===== src/rtl/collision_probe.sv =====
// Collision probe scanner: on start, reads ten tile-map points around the character's
// bounding box and publishes up/down/left/right blocked flags together with a done pulse.
module collision_probe #(
  parameter int CHAR_W   = 8,
  parameter int CHAR_H   = 16,
  parameter int MAP_ROWS = 15
) (
  input  logic        clock,
  input  logic        reset,
  input  logic        start,
  input  logic [7:0]  x_position,
  input  logic [7:0]  y_position,
  input  logic [10:0] scroll_x,
  output logic [11:0] tile_addr,
  input  logic        tile_solid,
  output logic        left_blocked,
  output logic        right_blocked,
  output logic        up_blocked,
  output logic        down_blocked,
  output logic        busy,
  output logic        done,
  output logic [1:0]  scan_state
);

  // Handshake: start is sampled only in IDLE; busy covers the scan through the done
  // cycle; done is a single-cycle pulse in the cycle the four flags change together.

  typedef enum logic [1:0] {IDLE, ISSUE, DRAIN, DONE} state_t;

  localparam logic signed [8:0] Y_MAX = 9'(MAP_ROWS * 8 - 1);

  state_t             state;
  logic [3:0]         idx;
  logic [10:0]        x0;
  logic signed [8:0]  y0;
  logic [9:0]         shadow;

  logic [10:0]        x_start;
  logic signed [8:0]  y_start;

  assign x_start    = scroll_x + {3'b000, x_position};
  assign y_start    = signed'({1'b0, y_position});
  assign scan_state = state;

  function automatic logic [10:0] probe_dx(input logic [3:0] i);
    case (i)
      4'd1, 4'd3:       probe_dx = 11'(CHAR_W - 1);
      4'd4, 4'd5, 4'd6: probe_dx = 11'h7ff;
      4'd7, 4'd8, 4'd9: probe_dx = 11'(CHAR_W);
      default:          probe_dx = 11'd0;
    endcase
  endfunction

  function automatic logic signed [8:0] probe_dy(input logic [3:0] i);
    case (i)
      4'd0, 4'd1: probe_dy = -9'sd1;
      4'd2, 4'd3: probe_dy = 9'(CHAR_H);
      4'd5, 4'd8: probe_dy = 9'(CHAR_H / 2);
      4'd6, 4'd9: probe_dy = 9'(CHAR_H - 1);
      default:    probe_dy = 9'sd0;
    endcase
  endfunction

  // Rows above the screen or below the last map row read as open.
  function automatic logic probe_oor(input logic signed [8:0] y, input logic [3:0] i);
    logic signed [8:0] py;
    py = y + probe_dy(i);
    probe_oor = (py < 9'sd0) || (py > Y_MAX);
  endfunction

  function automatic logic [11:0] probe_addr(input logic [10:0] x, input logic signed [8:0] y,
                                             input logic [3:0] i);
    logic [10:0]       px;
    logic signed [8:0] py;
    logic [3:0]        row;
    px  = x + probe_dx(i);
    py  = y + probe_dy(i);
    row = probe_oor(y, i) ? 4'd0 : py[6:3];
    probe_addr = {row, px[10:3]};
  endfunction

  always_ff @(posedge clock) begin
    if (reset) begin
      state         <= IDLE;
      idx           <= 4'd0;
      x0            <= 11'd0;
      y0            <= 9'sd0;
      shadow        <= 10'd0;
      tile_addr     <= 12'd0;
      left_blocked  <= 1'b0;
      right_blocked <= 1'b0;
      up_blocked    <= 1'b0;
      down_blocked  <= 1'b0;
      busy          <= 1'b0;
      done          <= 1'b0;
    end else begin
      done <= 1'b0;
      case (state)
        IDLE: begin
          busy <= start;
          if (start) begin
            x0        <= x_start;
            y0        <= y_start;
            idx       <= 4'd0;
            tile_addr <= probe_addr(x_start, y_start, 4'd0);
            state     <= ISSUE;
          end
        end
        ISSUE: begin
          // Read data lags the address by one cycle; results shift in with probe 0 ending at bit 0.
          if (idx != 4'd0)
            shadow <= {tile_solid & ~probe_oor(y0, idx - 4'd1), shadow[9:1]};
          if (idx == 4'd9) begin
            state <= DRAIN;
          end else begin
            idx       <= idx + 4'd1;
            tile_addr <= probe_addr(x0, y0, idx + 4'd1);
          end
        end
        DRAIN: begin
          shadow <= {tile_solid & ~probe_oor(y0, 4'd9), shadow[9:1]};
          state  <= DONE;
        end
        DONE: begin
          up_blocked    <= shadow[0] | shadow[1];
          down_blocked  <= shadow[2] | shadow[3];
          left_blocked  <= |shadow[6:4];
          right_blocked <= |shadow[9:7];
          done          <= 1'b1;
          state         <= IDLE;
        end
        default: state <= IDLE;
      endcase
    end
  end

endmodule


===== config.mk =====
export PLATFORM = sky130hd
export DESIGN_NAME = collision_probe
export DESIGN_NICKNAME = d
export VERILOG_FILES = /design/src/rtl/collision_probe.sv
export SDC_FILE = /design/constraint.sdc
export NUM_CORES = 1
export LEC_CHECK = 0
export CAP_MARGIN = 30
export CORE_MARGIN = 1
export CORE_UTILIZATION = 50
export DETAILED_ROUTE_END_ITERATION = 8
export PLACE_DENSITY = 0.78
export SLEW_MARGIN = 20
export SYNTH_ARGS = -nofsm -noshare
export SYNTH_HDL_FRONTEND = slang
export SYNTH_SLANG_ARGS = --single-unit

===== constraint.sdc =====
create_clock -name clock -period 3.99 [get_ports clock]
set_clock_uncertainty 0.05 [all_clocks]
set_input_delay 0.798 -clock clock [delete_from_list [all_inputs] [get_ports clock]]
set_output_delay 0.798 -clock clock [all_outputs]
set_load 0.02 [all_outputs]

==> metrics.md <==
| Metric | Value |
|---|---|
| Die width | 95.9 um |
| Hold Path Cell Cnt | 2 |
| Syn_area_per_cell | 7.65 um^2 |
| Layout net count | 701 |
| Logic pwr share | 61.6% |
| WS Path Type | flip-flop to flip-flop |
| Hold_buf cts | 0 |
| Pwr dens | 548 mW/mm^2 |
| Routed vias/inst | 5.88 |
| Hold slack | 429 ps |
| Inserted Clock Buffers | 5 |
| Syn Nets | 660 |
| Final Setup Violations | 0 |
| CP startpoint kind | flip-flop |
| CTS root buf | clkbuf_8 |
| Max Fanout on Critical Path | 9 |
| Period utilization | 94.8% |
| Drc violations | 0 |
| Post_cts resized | 0 |
| Wire length after detailed routing | 10400 um |
| Die height | 95.9 um |
| CP Data Arrival Time | 3950 ps |
| Via count | 4249 |
| Routed Antenna Nets | 0 |
| Part of the power in registers | 27.5% |
| Switching share of power | 46.4% |
| RR Endpoint | tile_addr[10] |
| WP data required | 4160 ps |
| Register area | 0.00106 mm^2 |
| Layout cells sized above 1 | 5.34% |
| Total gr overflow | 0 |
| VDD IR-drop max | 0.000325 V |
| Top post-synthesis cells by area | dfxtp_1 (24%), ha_1 (14%), a21oi_1 (6.1%) |
| Initial core utilization | 52.6% |
| Fin. max-slew vios | 0 |
| Psw | 1.30 mW |
| CTS H-tree lvls | 2 |
| Ys async rst share | 0% |
| Clock latency on the worst-skew pair | 310 ps |
| CTS tree | built |
| R2R Path Start | idx[0] |
| Clock Sinks | 53 |
| Largest net degree at the start of global routing | 42 |
| Post CTS Setup Buffer Count | 0 |
| Reg clk slew, reported paths | 100 ps |
| Area of the multi-input gates | 0.00316 mm^2 |
| Worst hold path type | flip-flop to flip-flop |
| Setup WS pre-CTS | 90.8 ps |
| Outcome | finished clean |
| Area Growth Syn to Fin | 16.1% |
| GRT Overall Usage | 23.9% |
| Placed cell count | 715 |
| Post-synth top area share | 24.1% |
| Commonest non-fill, non-tap cell in the layout | nor2_1 |
| PortBufs | 50 |
| Detailed-router iteration count before antenna repair | 5 |
| Cells after synthesis | 576 |
| Internal | 1.50 mW |
| Ant. Diodes | 0 |
| Final worst slack | 208 ps |
| Initial drt markers | 154 |
| Reg2Reg Depth | 15 |
| Clock power frac | 11.0% |
| Hold path endpoint | tile_addr[2] |
| Core area | 0.00838 mm^2 |
| Post-Synthesis Cell Area | 0.00441 mm^2 |
| Fmax | 0.264 GHz |
| CP Capture Type | flip-flop |
| Max Cap Viol | 0 |
| Synth Warn # | 0 |
| Cell leakage power | 2.12 nW |
| Reg2reg setup slack | 210 ps |
| Register area share after synthesis | 24.1% |
| CTS max path bufs | 2 |
| Number of I/O pins | 51 |
| First-pass GRT wire length | 17600 um |
| Area leader, netlist | dfxtp_1 |
| Vias in the first global route | 3947 |
| Rows | 33 |
| Flops & latches, synth | 53 |
| Fillers | 741 |
| Yosys cell types | 63 |
| Die area | 0.00920 mm^2 |
| Most frequent cells in the layout | nor2_1 (72), nand2_1 (59), a21oi_1 (54) |
| Initial antenna violation count | 0 |
| Relative slew slack | 49.6% |
| Slew @ Worst Pin | 755 ps |
| DP Wirelength | 8050 um |
| Min Clock Period, post-route | 3780 ps |
| Final hold viol count | 0 |
| Non-Filler Instances | 723 |
| Post-synth EDFFs | 0 |
| Hold Path Origin | tile_addr[2] |
| Main synth FF type | dfxtp_1 |
| Mean routed wirelength per cell | 14.4 um |
| Final Wtd Congestion | 0.883 |
[synth_stat cells, drive strengths merged (7+ instances only)]
library cell  instances
nor2b                11
ha                   50
clkbuf               19
nand2                59
inv                  25
buf                   8
dfxtp                53
a21oi                54
xnor2                20
nand2b               10
mux2i                15
a211oi               12
o21a                  7
or3                   9
nor3                 17
o21ai                35
xor2                  9
nor4                  8
nor2                 73
nand3                10
[through the flow]
step | util (%) | power, mW | cell area [um^2] | TNS (ps)
finish | 61.1 | 2.81 | 5120 | 0
global route | 61.1 | 3.04 | 5120 | -5.24
CTS | 60.8 | 2.79 | 5100 | 0
detailed placement | 59.8 | 2.47 | 5010 | 0
global placement | 59.8 | 2.43 | 5010 | 0
floorplan | - | 2.00 | 4410 | 0
[layout make-up]
| cell class | instances | area share [%] |
|---|---|---|
| multi-input cells | 471 | 61.8 |
| flip-flops and latches | 53 | 20.8 |
| repair buffers | 61 | 11.3 |
| well taps | 105 | 2.57 |
| inverters | 25 | 1.83 |
| clock buffers | 6 | 1.42 |
| clock inverters | 2 | 0.293 |
[sequential cells by signal, summed over array words and instances (netlist names)]
| name | count |
|---|---|
| idx | 4 |
| tile_addr | 12 |
| x0 | 11 |
| y0 | 8 |
| scan_state | 2 |
| done | 1 |
| shadow | 10 |
| down_blocked | 1 |
| right_blocked | 1 |
| left_blocked | 1 |
| up_blocked | 1 |
| busy | 1 |
[metal layers]
layer  GRT usage, %  vias up  part of all wire (%)  wire length, um
li1               -     2139                     -                -
met1           30.1     1970                    44             4600
met4           7.59        0                   1.8              191
met5              0        -                     0                0
met3           2.76       14                   4.8              497
met2           42.1      126                    49             5130
[worst max path at each step]
stage	start	end	slack (ps)
3_3_place_gp	idx[0]	tile_addr[8]	230
6_report	idx[0]	tile_addr[10]	210
2_1_floorplan	idx[0]	tile_addr[11]	270
4_1_cts	idx[0]	tile_addr[10]	30
5_1_grt	idx[0]	tile_addr[10]	-5
3_5_place_dp	idx[0]	tile_addr[10]	90
[power by group through the flow]
stage / clock network (mW) / logic, mW / registers (mW)
after floorplan: 0 / 1.18 / 0.823
after global placement: 0 / 1.65 / 0.777
after detailed placement: 0 / 1.69 / 0.780
after CTS: 0.316 / 1.70 / 0.769
after global routing: 0.335 / 1.92 / 0.786
final: 0.307 / 1.73 / 0.771
[worst max-delay path: stages, from the launching register on]
cell and delay (ps):
dfxtp_2 420, inv_1 160, ha_4 350, nand2b_1 160, nand2_1 60, nand2_1 70, o21ai_0 80, a221o_1 300
ha_1 370, inv_1 90, or3_1 400, a311oi_1 280, a211oi_1 110, a2111oi_2 480, a221oi_1 140, nor3_1 180
[kinds of logic after synthesis]
kind of cell             after synthesis  share of synthesized area, %
flip-flops                            53                          24.1
XOR/XNOR                              29                          5.76
adder cells (fa/ha/maj)               53                          15.6
multiplexers                          15                          3.41
buffers and inverters                 52                          4.71
AO/OA/AOI/OAI                        159                          23.8
AND/OR/NAND/NOR                      215                          22.7
Power figures use the tool's default switching activity.
